===== config.mk =====
export PLATFORM = sky130hd
export DESIGN_NAME = multicycle_control_flat
export DESIGN_NICKNAME = d
export VERILOG_FILES = /design/src/rtl/multicycle_control_if.sv /design/src/rtl/multicycle_control.sv /design/src/flat_wrapper.sv
export SDC_FILE = /design/constraint.sdc
export NUM_CORES = 1
export LEC_CHECK = 0
export CAP_MARGIN = 10
export CORE_ASPECT_RATIO = 1.1
export CORE_MARGIN = 8
export CORE_UTILIZATION = 36
export CTS_CLUSTER_DIAMETER = 150
export DETAILED_ROUTE_END_ITERATION = 10
export GPL_ROUTABILITY_DRIVEN = 0
export PLACE_DENSITY = 0.75
export SYNTH_ARGS = -nofsm -noshare
export SYNTH_HDL_FRONTEND = slang
export SYNTH_SLANG_ARGS = --single-unit

===== constraint.sdc =====
create_clock -name clk -period 1.8 [get_ports clk]
set_input_delay 0.18 -clock clk [delete_from_list [all_inputs] [get_ports clk]]
set_output_delay 0.18 -clock clk [all_outputs]
set_load 0.005 [all_outputs]

===== src/rtl/multicycle_control_if.sv =====
// ----------------------------------------------------------------------------
// multicycle_control_if
// Bundles the signals between the multi-cycle control sequencer and the
// shared datapath / instruction memory.
//   Into the sequencer : instr_valid, instr[31:0], EQ
//   Out of the sequencer: IRwrite, ImmSrc[1:0], ALUsrc, ALUctrl[2:0],
//                         RegWrite, PCwrite, PCsrc, halted,
//                         retired[CNT_W-1:0], state[2:0]
// slave  : the sequencer's view.
// master : the datapath / memory side, which drives instructions and flags.
// ----------------------------------------------------------------------------
interface multicycle_control_if #(
   parameter int CNT_W = 16
);
   logic             instr_valid;
   logic [31:0]      instr;
   logic             EQ;
   logic             IRwrite;
   logic [1:0]       ImmSrc;
   logic             ALUsrc;
   logic [2:0]       ALUctrl;
   logic             RegWrite;
   logic             PCwrite;
   logic             PCsrc;
   logic             halted;
   logic [CNT_W-1:0] retired;
   logic [2:0]       state;

   modport slave (
      input  instr_valid, instr, EQ,
      output IRwrite, ImmSrc, ALUsrc, ALUctrl, RegWrite, PCwrite, PCsrc,
             halted, retired, state
   );

   modport master (
      output instr_valid, instr, EQ,
      input  IRwrite, ImmSrc, ALUsrc, ALUctrl, RegWrite, PCwrite, PCsrc,
             halted, retired, state
   );
endinterface


===== src/rtl/multicycle_control.sv =====
// ----------------------------------------------------------------------------
// multicycle_control
// Control sequencer for a reduced RISC-V core with one shared datapath.
// Steps each instruction through FETCH / DECODE / EXEC / WB (addi) or
// FETCH / DECODE / BRANCH (bne); any other encoding parks the FSM in TRAP
// until reset. Counts retired instructions in a wrapping CNT_W-bit counter.
// Ports:
//   clk  - system clock, rising edge
//   rst  - synchronous active-high reset
//   bus  - multicycle_control_if.slave (instruction in, EQ flag in,
//          datapath controls, halted, retired count, debug state out)
// ----------------------------------------------------------------------------
module multicycle_control #(
   parameter int CNT_W = 16
) (
   input  logic                 clk,
   input  logic                 rst,
   multicycle_control_if.slave  bus
);

   typedef enum logic [2:0] {
      S_FETCH  = 3'd0,
      S_DECODE = 3'd1,
      S_EXEC   = 3'd2,
      S_WB     = 3'd3,
      S_BRANCH = 3'd4,
      S_TRAP   = 3'd5
   } state_t;

   state_t           state_q, state_d;
   logic [31:0]      ir_q, ir_d;
   logic [CNT_W-1:0] retired_q, retired_d;
   logic             halted_q, halted_d;

   // Decode always works from the captured IR, never the live instr bus.
   logic is_addi, is_bne;
   assign is_addi = (ir_q[6:0] == 7'b0010011) && (ir_q[14:12] == 3'b000);
   assign is_bne  = (ir_q[6:0] == 7'b1100011) && (ir_q[14:12] == 3'b001);

   // Register/immediate fields are consumed by the datapath, not here.
   logic unused_ir_fields;
   assign unused_ir_fields = ^{ir_q[31:15], ir_q[11:7]};

   // Next-state logic
   always_comb begin
      state_d   = state_q;
      ir_d      = ir_q;
      retired_d = retired_q;
      halted_d  = halted_q;
      case (state_q)
         S_FETCH: begin
            if (bus.instr_valid) begin
               ir_d    = bus.instr;
               state_d = S_DECODE;
            end
         end
         S_DECODE: begin
            if (is_addi) begin
               state_d = S_EXEC;
            end else if (is_bne) begin
               state_d = S_BRANCH;
            end else begin
               state_d  = S_TRAP;
               halted_d = 1'b1;
            end
         end
         S_EXEC: state_d = S_WB;
         S_WB, S_BRANCH: begin
            retired_d = retired_q + 1'b1;   // wraps silently
            state_d   = S_FETCH;
         end
         S_TRAP: begin
            state_d  = S_TRAP;
            halted_d = 1'b1;
         end
         default: state_d = S_FETCH;        // unused encodings recover
      endcase
   end

   always_ff @(posedge clk) begin
      if (rst) begin
         state_q   <= S_FETCH;
         ir_q      <= 32'd0;
         retired_q <= '0;
         halted_q  <= 1'b0;
      end else begin
         state_q   <= state_d;
         ir_q      <= ir_d;
         retired_q <= retired_d;
         halted_q  <= halted_d;
      end
   end

   // Moore outputs from state/IR. Only IRwrite (instr_valid) and PCsrc (EQ)
   // see an input combinationally.
   always_comb begin
      bus.IRwrite  = 1'b0;
      bus.ImmSrc   = 2'b00;
      bus.ALUsrc   = 1'b0;
      bus.ALUctrl  = 3'b000;
      bus.RegWrite = 1'b0;
      bus.PCwrite  = 1'b0;
      bus.PCsrc    = 1'b0;
      case (state_q)
         S_FETCH:  bus.IRwrite = bus.instr_valid;
         S_DECODE: bus.ImmSrc  = is_bne ? 2'b01 : 2'b00;
         S_EXEC:   bus.ALUsrc  = 1'b1;
         S_WB: begin
            bus.ALUsrc   = 1'b1;
            bus.RegWrite = 1'b1;
            bus.PCwrite  = 1'b1;
         end
         S_BRANCH: begin
            bus.ImmSrc  = 2'b01;
            bus.ALUctrl = 3'b001;
            bus.PCwrite = 1'b1;
            bus.PCsrc   = ~bus.EQ;
         end
         default: ;
      endcase
   end

   assign bus.halted  = halted_q;
   assign bus.retired = retired_q;
   assign bus.state   = state_q;

endmodule


===== src/flat_wrapper.sv =====
// flat-port wrapper written by rule: the top's interface ports become plain ports
module multicycle_control_flat 
#(
   parameter int CNT_W = 16
)
  (clk, rst, bus_instr_valid, bus_instr, bus_EQ, bus_IRwrite, bus_ImmSrc, bus_ALUsrc, bus_ALUctrl, bus_RegWrite, bus_PCwrite, bus_PCsrc, bus_halted, bus_retired, bus_state);
  multicycle_control_if #(.CNT_W(CNT_W)) bus_i ();
  input  logic clk;
  input  logic rst;
  input wire logic [$bits(bus_i.instr_valid)-1:0] bus_instr_valid;
  input wire logic [$bits(bus_i.instr)-1:0] bus_instr;
  input wire logic [$bits(bus_i.EQ)-1:0] bus_EQ;
  output wire logic [$bits(bus_i.IRwrite)-1:0] bus_IRwrite;
  output wire logic [$bits(bus_i.ImmSrc)-1:0] bus_ImmSrc;
  output wire logic [$bits(bus_i.ALUsrc)-1:0] bus_ALUsrc;
  output wire logic [$bits(bus_i.ALUctrl)-1:0] bus_ALUctrl;
  output wire logic [$bits(bus_i.RegWrite)-1:0] bus_RegWrite;
  output wire logic [$bits(bus_i.PCwrite)-1:0] bus_PCwrite;
  output wire logic [$bits(bus_i.PCsrc)-1:0] bus_PCsrc;
  output wire logic [$bits(bus_i.halted)-1:0] bus_halted;
  output wire logic [$bits(bus_i.retired)-1:0] bus_retired;
  output wire logic [$bits(bus_i.state)-1:0] bus_state;
  assign bus_i.instr_valid = bus_instr_valid;
  assign bus_i.instr = bus_instr;
  assign bus_i.EQ = bus_EQ;
  assign bus_IRwrite = bus_i.IRwrite;
  assign bus_ImmSrc = bus_i.ImmSrc;
  assign bus_ALUsrc = bus_i.ALUsrc;
  assign bus_ALUctrl = bus_i.ALUctrl;
  assign bus_RegWrite = bus_i.RegWrite;
  assign bus_PCwrite = bus_i.PCwrite;
  assign bus_PCsrc = bus_i.PCsrc;
  assign bus_halted = bus_i.halted;
  assign bus_retired = bus_i.retired;
  assign bus_state = bus_i.state;
  multicycle_control #(.CNT_W(CNT_W)) u_core (.clk(clk), .rst(rst), .bus(bus_i));
endmodule

==> results.yml, run 1 <==
routing:
  wl_per_cell_microns: 13.4
  drc: 0
  firstDrtPassIters: 4
  wl_microns: 3810
  via_per_inst: 5.05
  drtIter0Drc: 83
  vias: 1435
  ant_nets: 0
power_and_ir_drop:
  swShare: 0.226
  peakVddDrop_mv: 0.268
  p_int_mw: 1.07
  power.static_leakage_nw: 0.838
  p_comb_frac: 0.116
  p_switching_mw: 0.312
  seqPwrFrac: 0.507
  power_density_mw_per_mm2: 643
  pwr-share-clk: 0.377
critical_path:
  max_stage_delay_ns: 0.52
  arrival_ns: 1.57
  setup.worst_path.end_class: "output pin"
  cp_top_family: "buffers and inverters"
  crit_buf_inv: 2
  crit_type: "reg2out"
  crit_fanout: 6
  required_ns: 1.62
  cp_cell_sequence: "nand3b_1 -> inv_2 -> clkdlybuf4s50_1"
  start_kind: "flip-flop"
  slowest_stage: "clkdlybuf4s50_1"
synthesis:
  yosysTopAreaCell: "dfxtp_1"
  ys_async_sr_fraction: 0
  synthTopCellsByCount: "dfxtp_1, nand2_1, a21oi_1"
  ys_seq_area_frac: 0.430
  synth_edf_count: 0
  synth_top_cell_area_share: 0.430
  synth_seq_cells: 30
  synth.area.top_cells: "dfxtp_1, nand2_1, a21oi_1"
  ys_types: 41
  synth_area_per_cell_sq_um: 8.40
  syn_area_sq_mm: 0.00140
  yosysMostFrequentCell: "dfxtp_1"
  yosys_most_used_dff: "dfxtp_1"
  yosys_warnings: 0
  synthCells: 166
clocking:
  tritoncts: "built"
  cts_hold_buf: 0
  cts_sinks: 30
  clk_latency_ns: 0.28
  clockBufferDepth: 2
  clk_pin_slew_ns: 0.06
  root_buffer: "clkbuf_8"
  htree_levels: 2
  numCtsBuffers: 5
cells_and_area:
  area_growth_pct: 53.9
  filler_cell_count: 362
  post-route-util: 0.583
  drive_above_1_share: 0.231
  multi_input_area_sq_um: 744
  ff_latch_area_sq_um: 609
  n_antenna_cell: 0
  nets: 272
global_routing:
  grt.overflow.total: 0
  antenna_found_initial: 0
  grt_pass1_vias: 1330
  grt_start_max_net_pins: 18
  grtUsageTotal: 0.127
  grt_pass1_wl_microns: 6070
timing:
  setup-tns-final_ns: 0
  period_needed_ns: 1.75
  rsz0062_at_grt: "yes"
  finalHoldViolations: 0
  skew_ns: 0.00724
  fin_crit_sh: 0.973
  slew_headroom: 0.640
  clock.fmax_ghz: 0.571
  slew_viol_final: 0
  tightest_slew_ns: 0.533
  setup_viol: 0
die:
  core_area_sq_mm: 0.00368
  die_h_microns: 81.3
  fp.dieArea_sq_mm: 0.00613
  top_level_ports: 66
  die_w_microns: 75.4
  rows: 23
  start_util: 0.379
hold_path:
  min_path_type: "in2reg"
flow_run:
  maxCapViolCount: 0
placed_design:
  dp_hpwl_microns: 2700
  port_buffers: 40
outcome:
  status: "completed"
through the flow:
stage,std cells,total power [mW],hold slack [ns],area [sq um],setup WS (ns)
finish,284,1.38,0.446,2150,0.0489
global route,284,1.44,0.445,2150,-0.0219
CTS,281,1.39,0.442,2110,-0.0191
detailed placement,269,0.865,0.448,1960,-0.277
global placement,269,0.862,0.445,1960,-0.288
floorplan,168,0.786,0.316,1400,-0.0169
power groups by stage:
| stage | registers, mW | logic (mW) | clock network, mW |
|---|---|---|---|
| 2_1_floorplan | 0.713 | 0.0731 | 0 |
| 3_3_place_gp | 0.715 | 0.147 | 0 |
| 3_5_place_dp | 0.716 | 0.149 | 0 |
| 4_1_cts | 0.699 | 0.160 | 0.534 |
| 5_1_grt | 0.702 | 0.176 | 0.566 |
| 6_report | 0.700 | 0.160 | 0.521 |
cells by family (layout without fill, tap and decap cells):
logic type / count (synthesis) / in the layout / share of synthesized area
muxes: 1 / 1 / 0.00718
xor gates and xnor gates: 10 / 10 / 0.0628
DFF: 30 / 30 / 0.430
AOI/OAI and AO/OA: 38 / 38 / 0.176
adders and majority gates: 1 / 1 / 0.00897
and+or+nand+nor: 68 / 68 / 0.246
buffers and inverters: 17 / 83 / 0.0664
other: 1 / 3 / 0.00269
layout by cell type, fill, tap and decap left out, types with 3 or more instances in the layout:
master | Yosys | final
clkbuf_8 | 0 | 6
conb_1 | 1 | 3
xnor2_1 | 5 | 5
a21oi_1 | 18 | 16
or4_1 | 4 | 3
xor2_1 | 5 | 5
nand3_1 | 5 | 5
inv_2 | 0 | 3
dlygate4sd2_1 | 0 | 3
nand2_1 | 25 | 25
inv_1 | 6 | 3
buf_4 | 3 | 30
o21ai_0 | 3 | 3
o31ai_1 | 4 | 3
nor2_1 | 16 | 16
dfxtp_1 | 30 | 27
nand4_1 | 3 | 3
clkdlybuf4s50_1 | 0 | 34
worst paths after layout:
kind	from	to	slack [ns]	cells after the start
worst max register to register	u_core.bus.state[2]	u_core.bus.retired[14]	0.06	6
worst min register to register	u_core.ir_q[0]	u_core.ir_q[0]	0.46	2
worst min-delay path	bus_instr[14]	u_core.ir_q[14]	0.45	3
worst max-delay path	u_core.bus.state[2]	bus_RegWrite	0.05	3
flip-flops by register name (all words and copies together), names as in the netlist:
register and flops:
u_core.bus.retired 16, u_core.ir_q 10, u_core.bus.state 3, u_core.bus.halted 1
worst reg2reg max path, cell delays in order (launching register included):
cell     delay (ns)
dfxtp_4        0.35
or3b_4         0.40
buf_4          0.17
inv_2          0.07
o21ai_2        0.07
or4_1          0.47
a21oi_1        0.14
layer usage:
layer  global-route usage  vias to the layer above  share of wire
li1                     -                      719              -
met1                0.155                      674           0.44
met2                0.195                       37           0.47
met3               0.0394                        5          0.063
met4               0.0692                        0          0.019
met5                    0                        -              0
area by class of cell:
class                      count  share of cell area
timing repair buffer          71               0.291
tap                           50              0.0291
sequential                    30               0.284
inverter                       6              0.0105
multi-input combinational    121               0.347
clock buffer                   6              0.0385
repair_timing:
action,in CTS,in global routing
resized for setup,21,9
buffers inserted,6,3
setup endpoints to repair,12,8
pin swaps,5,5
(Power assumes the default switching activity.)
==> run 2: changes to the inputs <==
Settings changed: CTS_CLUSTER_SIZE from default to 30.
==> results of run 2 <==
No change in the layout: final DEF, timing and power equal those of run 1.
